$ cat config.mk
export PLATFORM = sky130hd
export DESIGN_NAME = xm_tx_frame_arbiter
export DESIGN_NICKNAME = d
export VERILOG_FILES = /design/src/rtl/xm_tx_frame_arbiter.sv
export SDC_FILE = /design/constraint.sdc
export NUM_CORES = 1
export LEC_CHECK = 0
export BUFFER_PORTS_ARGS = -buffer_cell sky130_fd_sc_hd__buf_2
export CAP_MARGIN = 15
export CELL_PAD_IN_SITES_DETAIL_PLACEMENT = 1
export CELL_PAD_IN_SITES_GLOBAL_PLACEMENT = 2
export CORE_MARGIN = 2
export CORE_UTILIZATION = 19
export DETAILED_ROUTE_END_ITERATION = 10
export GPL_TIMING_DRIVEN = 0
export MAX_ROUTING_LAYER = met4
export PLACE_DENSITY = 0.92
export SYNTH_ARGS = -nofsm -noshare
export SYNTH_HDL_FRONTEND = slang
export SYNTH_SLANG_ARGS = --single-unit
export TNS_END_PERCENT = 5
$ cat constraint.sdc
create_clock -name tx_user_clk_i -period 6.62 [get_ports tx_user_clk_i]
set_input_delay 0.331 -clock tx_user_clk_i [delete_from_list [all_inputs] [get_ports tx_user_clk_i]]
set_output_delay 0.331 -clock tx_user_clk_i [all_outputs]
set_load 0.005 [all_outputs]
$ cat src/rtl/xm_tx_frame_arbiter.sv
// Frame-level round-robin arbiter sharing one xm_top tx lane between sources.
// Responses are routed back to the sending source via an in-order ID FIFO.
module xm_tx_frame_arbiter #(
    parameter int NUM_SRC   = 2,
    parameter int SRC_IDX_W = 1,
    parameter int RSP_DEPTH = 4
) (
    input  logic                   tx_user_clk_i,
    input  logic                   tx_user_rst_i,
    input  logic [NUM_SRC*32-1:0]  s_tx_data_i,
    input  logic [NUM_SRC*2-1:0]   s_tx_vldb_i,
    input  logic [NUM_SRC-1:0]     s_tx_valid_i,
    output logic [NUM_SRC-1:0]     s_tx_ready_o,
    input  logic [NUM_SRC-1:0]     s_tx_last_i,
    input  logic [NUM_SRC-1:0]     s_tx_user_i,
    output logic [NUM_SRC-1:0]     s_tx_status_o,
    output logic [NUM_SRC-1:0]     s_tx_rsp_valid_o,
    output logic [31:0]            m_tx_data_o,
    output logic [1:0]             m_tx_vldb_o,
    output logic                   m_tx_valid_o,
    input  logic                   m_tx_ready_i,
    output logic                   m_tx_last_o,
    output logic                   m_tx_user_o,
    input  logic                   m_tx_status_i,
    input  logic                   m_tx_rsp_valid_i,
    output logic [SRC_IDX_W-1:0]   grant_o,
    output logic                   busy_o,
    output logic                   rsp_err_o
);

    localparam int PTR_W = (RSP_DEPTH > 1) ? $clog2(RSP_DEPTH) : 1;
    localparam int CNT_W = PTR_W + 1;
    localparam logic [CNT_W-1:0] FULL_CNT = CNT_W'(RSP_DEPTH);
    localparam logic [SRC_IDX_W-1:0] LAST_SRC = SRC_IDX_W'(NUM_SRC - 1);
    localparam logic [SRC_IDX_W:0] NSRC_EXT = (SRC_IDX_W + 1)'(NUM_SRC);

    typedef enum logic {
        IDLE,
        XFER
    } state_t;

    state_t                 state;
    logic [SRC_IDX_W-1:0]   grant_q;
    logic                   busy_q;
    logic                   err_q;

    logic [SRC_IDX_W-1:0]   id_mem [RSP_DEPTH];
    logic [PTR_W-1:0]       wr_ptr;
    logic [PTR_W-1:0]       rd_ptr;
    logic [CNT_W-1:0]       count;

    logic                   fifo_full;
    logic                   fifo_empty;
    logic                   any_req;
    logic                   in_xfer;
    logic                   sel_valid;
    logic                   beat_acc;
    logic                   push;
    logic                   pop;
    logic [SRC_IDX_W-1:0]   head_id;
    logic [SRC_IDX_W-1:0]   winner;
    logic                   found;
    logic [SRC_IDX_W:0]     scan_sum;
    logic [SRC_IDX_W-1:0]   scan_idx;

    assign fifo_full  = (count == FULL_CNT);
    assign fifo_empty = (count == '0);
    assign any_req    = |s_tx_valid_i;
    assign in_xfer    = (state == XFER) && !tx_user_rst_i;
    assign head_id    = id_mem[rd_ptr];

    // Combinational mux from the granted source onto the shared lane.
    always_comb begin
        m_tx_data_o = '0;
        m_tx_vldb_o = '0;
        m_tx_last_o = 1'b0;
        m_tx_user_o = 1'b0;
        sel_valid   = 1'b0;
        for (int k = 0; k < NUM_SRC; k++) begin
            if (grant_q == SRC_IDX_W'(k)) begin
                m_tx_data_o = s_tx_data_i[k*32 +: 32];
                m_tx_vldb_o = s_tx_vldb_i[k*2 +: 2];
                m_tx_last_o = s_tx_last_i[k];
                m_tx_user_o = s_tx_user_i[k];
                sel_valid   = s_tx_valid_i[k];
            end
        end
    end

    assign m_tx_valid_o = in_xfer && sel_valid;
    assign beat_acc     = m_tx_valid_o && m_tx_ready_i;
    assign push         = beat_acc && m_tx_last_o;
    assign pop          = m_tx_rsp_valid_i && !fifo_empty && !tx_user_rst_i;

    always_comb begin
        s_tx_ready_o     = '0;
        s_tx_rsp_valid_o = '0;
        s_tx_status_o    = '0;
        for (int k = 0; k < NUM_SRC; k++) begin
            s_tx_ready_o[k] = in_xfer && m_tx_ready_i &&
                              (grant_q == SRC_IDX_W'(k));
            s_tx_rsp_valid_o[k] = pop && (head_id == SRC_IDX_W'(k));
            s_tx_status_o[k] = s_tx_rsp_valid_o[k] && m_tx_status_i;
        end
    end

    // Scan grant+1, grant+2, ... modulo NUM_SRC; first requester wins.
    always_comb begin
        winner   = grant_q;
        found    = 1'b0;
        scan_sum = '0;
        scan_idx = '0;
        for (int i = 1; i <= NUM_SRC; i++) begin
            scan_sum = {1'b0, grant_q} + (SRC_IDX_W + 1)'(i);
            if (scan_sum >= NSRC_EXT) begin
                scan_sum = scan_sum - NSRC_EXT;
            end
            scan_idx = scan_sum[SRC_IDX_W-1:0];
            if (!found && s_tx_valid_i[scan_idx]) begin
                found  = 1'b1;
                winner = scan_idx;
            end
        end
    end

    always_ff @(posedge tx_user_clk_i) begin
        if (tx_user_rst_i) begin
            state   <= IDLE;
            grant_q <= LAST_SRC;
            busy_q  <= 1'b0;
        end else begin
            case (state)
                IDLE: begin
                    if (any_req && !fifo_full) begin
                        grant_q <= winner;
                        state   <= XFER;
                        busy_q  <= 1'b1;
                    end
                end
                XFER: begin
                    if (push) begin
                        state  <= IDLE;
                        busy_q <= 1'b0;
                    end
                end
                default: begin
                    state  <= IDLE;
                    busy_q <= 1'b0;
                end
            endcase
        end
    end

    always_ff @(posedge tx_user_clk_i) begin
        if (push) begin
            id_mem[wr_ptr] <= grant_q;
        end
    end

    always_ff @(posedge tx_user_clk_i) begin
        if (tx_user_rst_i) begin
            wr_ptr <= '0;
            rd_ptr <= '0;
            count  <= '0;
            err_q  <= 1'b0;
        end else begin
            if (push) begin
                wr_ptr <= wr_ptr + 1'b1;
            end
            if (pop) begin
                rd_ptr <= rd_ptr + 1'b1;
            end
            case ({push, pop})
                2'b10:   count <= count + 1'b1;
                2'b01:   count <= count - 1'b1;
                default: count <= count;
            endcase
            // A response with nothing outstanding is dropped and latched.
            if (m_tx_rsp_valid_i && fifo_empty) begin
                err_q <= 1'b1;
            end
        end
    end

    assign grant_o   = grant_q;
    assign busy_o    = busy_q;
    assign rsp_err_o = err_q;

endmodule

==> results.md, run 1 <==
Worst hold path:
- The worst hold endpoint is rsp_err_o.
- The type of the tightest min-delay check is in -> reg.
- The start point of the worst hold path is m_tx_rsp_valid_i.
- Along the worst hold path, the cell count comes to 3.

Power and ir drop:
- The total power of the final layout is about 0.30 mW.
- In this run the static leakage power is just over 1 nW.
- The power density normalized to cell area is between 100 and 150 nW/µm².
- The worst-case IR drop observed on VDD is between 0.07 and 0.08 mV.

Synthesis:
- The number of nets handed over by synthesis was 207.
- Yosys printed 0 warnings.
- The share of flip-flops with an asynchronous set or reset is 0%.
- The post-synthesis cell area is roughly 1300 µm².
- The most used flip-flop cell after synthesis is sky130_fd_sc_hd__dfxtp_1.
- In this run the mean area of a mapped cell was 10.3 µm².
- The register bit count reported by yosys is 17.
- The number of cells produced by synthesis is 122.
- The fraction of the yosys area taken by sequential cells is slightly above 30%.
- The number of unique standard cell types used by synthesis is 32.
- The number of enable-type register cells in the synthesized netlist is 4.

Place:
- The half-perimeter wire length after placement is ~3600 µm.
- The quantity of I/O buffers inserted on ports is roughly 120.
- The routability congestion estimate is 0.760.

Status:
- The flow ran to the end, and the final reports show no timing, DRC or antenna violations.

Drt:
- The first-iteration detailed-routing DRC count is 14.
- The number of detailed-routing iterations run before antenna repair is 3.
- Dividing the detail-routed via count by the number of cells gives between 4 and 5.
- The total via count in the routed design is 1,389.
- Once detail routing completed, the nets flagged for antenna violations numbered 0.
- Dividing the detail-routed wire length by the instance count gives 12.7 µm.
- The final layout contains routed wiring with a total length of ~4100 µm.
- For this run, design rule violations remaining after detail routing come to 0.

Clocking:
- The post-CTS resize count is 0.
- The clock tree from TritonCTS is done.
- The number of buffers created by CTS is 3.
- The tree built by TritonCTS fans out to 17 sinks.
- The clock-pin slew on the worst setup and hold paths is 0.06 ns.
- The buffer depth of the longest clock path is 2.
- The clock latency on the worst-skew pair is ~0.26 ns.
- The root buffer cell is sky130_fd_sc_hd__clkbuf_8.
- The number of setup buffers added after CTS is 0.
- The number of buffers inserted for hold repair after clock tree synthesis is 0.
- The total number of H-tree levels is 1.

Global routing:
- The initial antenna violation count is 0.
- The maximum number of pins on one net before global-route repair is 11.
- The total routing usage reported by global routing is 11.5%.
- The via count of the first global-routing pass was around 1,400.
- The first global-routing pass estimated about 6400 µm of wire.
- Summed over all layers, the global routing overflow is 0.

Cells and area:
- At the end of the flow the core is filled with cells to a little under a third.
- The multi-input combinational cells in the finished layout cover a total of 812 µm².
- At the end of the flow, the number of nets in the layout was about 340.
- The sequential cells in the finished layout cover a total of between 300 and 400 µm².
- The number of antenna diodes in the final layout is 0.
- The post-route netlist has about two thirds of its cells at a drive strength greater than 1.
- The number of fill cells is 812.
- The layout-stage area growth over the synthesis result is 60.4%.

Worst setup path:
- In this run the critical register-to-register path is captured at count[2].
- The worst setup path startpoint is grant_o.
- For this design, the slowest cell found on the critical path is sky130_fd_sc_hd__dfxtp_1.
- Of all nets on the critical path, the largest fanout is 9.
- The critical path data arrival time is about 2.6 ns.
- The critical path launch point type is a flop.
- The largest stage delay on the critical path is approximately 0.4 ns.
- For flop-to-flop paths, the worst setup slack is 4.18 ns.
- The category of the critical setup timing path is reg -> reg.
- Walking the worst path, the cells encountered are buf_4, mux2_4, nor3b_4, inv_1, ha_1, inv_1, fa_1, xor2_1, or3_1, a21oi_1.
- At the worst endpoint, the required time is 6.81 ns.
- Measured in cells, the most critical reg-to-reg path has a length of 10.
- The startpoint identified for the worst register-to-register timing path is grant_o.
- The worst setup path is captured at a flop.
- The most numerous cell on the critical path is sky130_fd_sc_hd__inv_1.

Timing:
- The final setup TNS is 0 ns.
- The fmax is roughly 410 MHz.
- At the pin with the least slew margin, the transition time is 0.525 ns.
- The number of failing setup endpoints in the final timing report is 0.
- Setup repair after global routing left no endpoint under its margin.
- The time the worst path needs with I/O delays and setup is around 2.4 ns.
- The number of max-slew violations in the final report is 0.
- The final critical-path share of the clock period is between 30 and 40%.
- The number of hold violations in the final report is 0.
- On the final layout, the worst clock skew is 0.00364 ns.
- Measured against its own limit, the worst slew margin works out to roughly 65%.
- The tightest hold margin is 0.323 ns.

Die:
- The area of the core region is 6390 µm².
- Measured along the y axis, the die boundary spans approximately 85 µm.
- The die covers around 7300 µm².
- The die is approximately 85 µm wide.
- between 100 and 150 I/O pins were placed.
- The initial standard-cell utilization of the core is between 10% and 20%.
- The initialized floorplan defines 29 standard-cell rows.

Run:
- Across the run, the number of max-cap violations was 0.
[logic make-up (layout without fill, tap and decap cells)]
group | count (synthesis) | after routing | share of synthesized area (%)
AO/OA/AOI/OAI | 11 | 11 | 5.46
XOR/XNOR | 4 | 4 | 2.78
adder cells (fa/ha/maj) | 6 | 6 | 6.55
buffers and inverters | 16 | 144 | 5.46
flip-flops | 17 | 17 | 30.2
multiplexers | 40 | 40 | 37.0
AND/OR/NAND/NOR | 28 | 28 | 12.6
[per-layer routing]
layer | routed length [µm] | part of all wire (%) | track usage [%]
met1 | 1630 | 39 | 12.2
met2 | 2130 | 51 | 20.7
met3 | 313 | 7.5 | 1.85
met4 | 75 | 1.8 | 5.05
met5 | 0 | 0 | -
[cell usage in the layout, fill, tap and decap left out, drive strengths merged]
master,synthesis,final
buf,5,129
nor2,12,12
edfxtp,4,4
a31oi,1,1
and2,5,5
xor2,4,4
o21ai,2,2
mux2i,2,2
mux2,37,37
nor3,2,2
or3b,1,1
a21oi,3,3
ha,5,5
o31ai,1,1
a211oi,1,1
nand3b,1,1
nor3b,1,1
mux4,1,1
o311ai,1,1
dfxtp,13,13
or3,1,1
fa,1,1
nor4b,1,1
inv,10,10
o22ai,1,1
o211ai,1,1
nand2,2,2
clkbuf,1,5
and4,1,1
and3,1,1
[critical path, delay by kind of cell, from the launching register on]
kind / cells / cell delay, ns
flops: 1 / 0.41
fa+ha+maj: 2 / 0.55
compound gates: 1 / 0.14
mux: 1 / 0.31
buf+inv: 3 / 0.32
xor+xnor: 1 / 0.15
simple gates: 2 / 0.49
[where the power goes]
group,switching [mW],internal (mW)
Clock,0.0353,0.0428
Sequential,0.00364,0.111
Combinational,0.0429,0.0645
[area by class of cell]
class | instances | area share, %
inverter | 10 | 1.86
tap | 77 | 4.76
multi-input combinational | 89 | 40.1
clock buffer | 4 | 2.23
sequential | 17 | 18.8
buffer | 6 | 1.55
timing repair buffer | 124 | 30.7
[worst max path at each step]
stage                     endpoint  slack, ns  cells past startpoint
after floorplan           count[2]       4.33                     10
after global placement    count[2]       4.19                     10
after detailed placement  count[2]       4.16                     10
after CTS                 count[2]       4.13                     10
after global routing      count[2]       4.01                     10
final                     count[2]       4.18                     10
[synthesized netlist by cell type, types with 2 or more instances]
| library cell | n | area (µm²) |
|---|---|---|
| sky130_fd_sc_hd__a21oi_1 | 3 | 15.0 |
| sky130_fd_sc_hd__and2_1 | 5 | 31.3 |
| sky130_fd_sc_hd__buf_2 | 4 | 20.0 |
| sky130_fd_sc_hd__dfxtp_1 | 13 | 260 |
| sky130_fd_sc_hd__edfxtp_1 | 4 | 120 |
| sky130_fd_sc_hd__ha_1 | 5 | 62.6 |
| sky130_fd_sc_hd__inv_1 | 10 | 37.5 |
| sky130_fd_sc_hd__mux2_2 | 35 | 394 |
| sky130_fd_sc_hd__mux2_4 | 2 | 30.0 |
| sky130_fd_sc_hd__mux2i_1 | 2 | 20.0 |
| sky130_fd_sc_hd__nand2_1 | 2 | 7.51 |
| sky130_fd_sc_hd__nor2_1 | 12 | 45.0 |
| sky130_fd_sc_hd__nor3_1 | 2 | 10.0 |
| sky130_fd_sc_hd__o21ai_0 | 2 | 10.0 |
| sky130_fd_sc_hd__xor2_1 | 4 | 35.0 |
[metrics by stage]
stage | std cells | instance area, µm² | setup WS [ns]
after detailed placement | 323 | 1980 | 4.16
after floorplan | 122 | 1260 | 4.33
final | 327 | 2020 | 4.18
after CTS | 327 | 2020 | 4.13
after global routing | 327 | 2020 | 4.01
after global placement | 323 | 1980 | 4.19
No activity file was read; power rests on OpenSTA's default activity.
==> run 2, diff against run 1 <==
--- a/config.mk
+++ b/config.mk
@@ -10,11 +10,11 @@
 export CELL_PAD_IN_SITES_DETAIL_PLACEMENT = 1
 export CELL_PAD_IN_SITES_GLOBAL_PLACEMENT = 2
 export CORE_MARGIN = 2
-export CORE_UTILIZATION = 19
+export CORE_UTILIZATION = 16
 export DETAILED_ROUTE_END_ITERATION = 10
 export GPL_TIMING_DRIVEN = 0
 export MAX_ROUTING_LAYER = met4
-export PLACE_DENSITY = 0.92
+export PLACE_DENSITY = 0.83
 export SYNTH_ARGS = -nofsm -noshare
 export SYNTH_HDL_FRONTEND = slang
 export SYNTH_SLANG_ARGS = --single-unit
==> constraint.sdc (replaced) <==
create_clock -name tx_user_clk_i -period 2 [get_ports tx_user_clk_i]
set_input_delay 0.1 -clock tx_user_clk_i [delete_from_list [all_inputs] [get_ports tx_user_clk_i]]
set_output_delay 0.1 -clock tx_user_clk_i [all_outputs]
set_load 0.005 [all_outputs]
==> results.md, run 2 (synthesis gave the netlist of run 1 again) <==
Cells and area:
- In the final layout, flip-flops and latches occupy approximately 380 µm².
- The share of the core filled with cells in the final layout is a little over a quarter.
- Summing all multi-input logic gate instances after layout gives just over 800 µm².
- In the final layout, the share of cells above drive strength 1 is between 70% and 80%.
- The antenna diode count is 0.
- The net total in the final layout is around 340.
- The layout has about 960 filler cells.
- In the layout the commonest cells are sky130_fd_sc_hd__buf_2, sky130_fd_sc_hd__mux2_2, sky130_fd_sc_hd__dfxtp_1, sky130_fd_sc_hd__nor2_1, sky130_fd_sc_hd__inv_1.
- The most common cell after layout, fill and taps aside is sky130_fd_sc_hd__buf_2.
- The layout-stage area growth over the synthesis result is 66.1%.

Worst setup path:
- Data on the critical path arrives at its endpoint at between 2 and 2.5 ns.
- In this run the worst path has a maximum fanout of 3.
- The category of the worst setup path capture point is a flop.
- The setup path with the least slack is of type reg -> reg.
- The critical path data required time is 2.19 ns.
- The critical path launch point type is a flop.

Drt:
- The number of vias per cell after detailed routing is between 4 and 5.
- The first TritonRoute pass finished after 5 iterations.
- The routed layout has 1,422 vias.
- For this run, design rule violations remaining after detail routing come to 0.
- For this block, the routed nets add up to about 4200 µm of wire.
- The average detailed-routed wire length per instance is between 10 and 15 µm.
- In this run the remaining antenna-violating nets after routing total 0.
- After the first detailed-routing iteration, the DRC count stood at 21.

Timing:
- The worst setup slack after layout is -0.140 ns.
- Between clock sinks in the finished design, the worst skew comes to around 0.011 ns.
- The number of hold violations in the final report is 0.
- The relative max-transition margin is a little over two thirds.
- The tightest hold margin is between 0.09 and 0.1 ns.
- The final critical-path share of the clock period is 107%.
- The number of max-slew violations in the final report came to 0.
- The fmax is 467 MHz.
- Setup violations remaining at the end of the flow were counted as 1.
- Setup repair after global routing could not meet its margin everywhere.
- The time the worst path needs with I/O delays and setup is about 2.1 ns.
- For the pin with the worst max-slew slack, the measured transition is roughly 0.46 ns.

Power and ir drop:
- For this design the ratio of total power to cell area is roughly 480 nW/µm².
- The cell leakage power is roughly 1.0 nW.
- The total power of the final layout is 1.00 mW.
- The maximum ir drop on the vdd rail is about 0.16 mV.

Global routing:
- The first-pass GRT wire length is approximately 6600 µm.
- The total grt overflow is 0.
- The initial antenna violation count is 0.
- Entering global routing, the biggest net connects 11 pins.
- The via count of the first global-routing pass is roughly 1,500.
- The total routing usage reported by global routing is under 10%.

Die:
- The initial utilization of the core area, before any placement, comes to around 16%.
- The floorplan die area is between 8000 and 9000 µm².
- The number of primary I/O pins is 125.
- The floorplan step set the die height to around 93 µm.
- In this run the core area contains 32 standard-cell rows.
- The die width is approximately 93 µm.
- The area of the core region is between 7000 and 8000 µm².

Clocking:
- Clock latency on the worst-skew pair, taken at its later pin, is around 0.26 ns.
- The total number of H-tree levels is 1.
- No sink is reached through more buffers than the 2 on the longest clock path.
- The number of buffers created by CTS is 3.
- The count of clock tree sinks is 17.
- The clock tree from TritonCTS is done.
- The cell sitting at the root of the clock tree is a sky130_fd_sc_hd__clkbuf_8.
- The clock-pin slew on the worst setup and hold paths is ~0.070 ns.
- For this design, the CTS-stage hold fixing added 0 buffers.

Run:
- The number of max-cap violations is 0.

Place:
- After legalization and detailed placement, the total HPWL measured approximately 3700 µm.
- The routability congestion estimate is approximately 0.74.
- The count of buffers added on input and output ports is 124.
- At the placement stage, the worst setup path has a slack of -0.331 ns.

Status:
- The run finished, with violations left.
- The final reports fail on setup timing.

Worst hold path:
- The path class of the tightest hold or removal check is in -> reg.
[run 2: metal layers]
layer  vias up  wire, µm  track usage (%)
met5         -         0                -
met4         0        26             3.31
met2        79      2080             16.8
met3         4       337             1.95
li1        691         -                -
met1       648      1780             11.6
[run 2: worst paths after layout]
path	endpoint	depth (start not counted)	slack, ns	start
setup / recovery	count[2]	9	-0.14	grant_o
hold / removal	rsp_err_o	3	0.1	m_tx_rsp_valid_i
setup reg to reg	count[2]	9	-0.14	grant_o
hold reg to reg	busy_o	2	0.46	busy_o
[run 2: where the power goes]
| group | total (mW) | leakage [nW] | internal (mW) | switching, mW |
|---|---|---|---|---|
| Combinational | 0.363 | 0.859 | 0.218 | 0.145 |
| Sequential | 0.378 | 0.141 | 0.366 | 0.0117 |
| Clock | 0.263 | 0.0255 | 0.138 | 0.124 |
| Total | 1.00 | 1.03 | 0.722 | 0.281 |
[run 2: metrics by stage]
| step | std cells | instance area (µm²) | TNS [ns] |
|---|---|---|---|
| floorplan | 122 | 1270 | -0.210 |
| global placement | 348 | 2020 | -0.438 |
| detailed placement | 348 | 2020 | -0.531 |
| CTS | 355 | 2090 | -0.148 |
| global route | 355 | 2090 | -0.264 |
| finish | 355 | 2090 | -0.140 |
[run 2: cell type report]
class                           instances  area share, %
Buffer                                  5           1.14
Clock buffer                            3           1.97
Clock inverter                          1          0.239
Inverter                               10           1.79
Multi-Input combinational cell         89           39.4
Sequential cell                        17           18.3
Tap cell                              102           6.09
Timing Repair Buffer                  128           31.1
[run 2: critical path, stage by stage, from the launching register on]
cell and delay (ns):
sky130_fd_sc_hd__dfxtp_4 0.38, sky130_fd_sc_hd__mux2_4 0.31, sky130_fd_sc_hd__nor3b_4 0.16, sky130_fd_sc_hd__inv_1 0.07
sky130_fd_sc_hd__ha_2 0.18, sky130_fd_sc_hd__inv_2 0.04, sky130_fd_sc_hd__fa_2 0.33, sky130_fd_sc_hd__xor2_1 0.15
sky130_fd_sc_hd__or3_1 0.30, sky130_fd_sc_hd__a21oi_1 0.15
[run 2: what timing repair did]
| action | CTS | global route |
|---|---|---|
| buffers inserted | 4 | 0 |
| pin swaps | 1 | 0 |
| gates resized for setup | 3 | 1 |
| endpoints found under the setup margin | 2 | 2 |
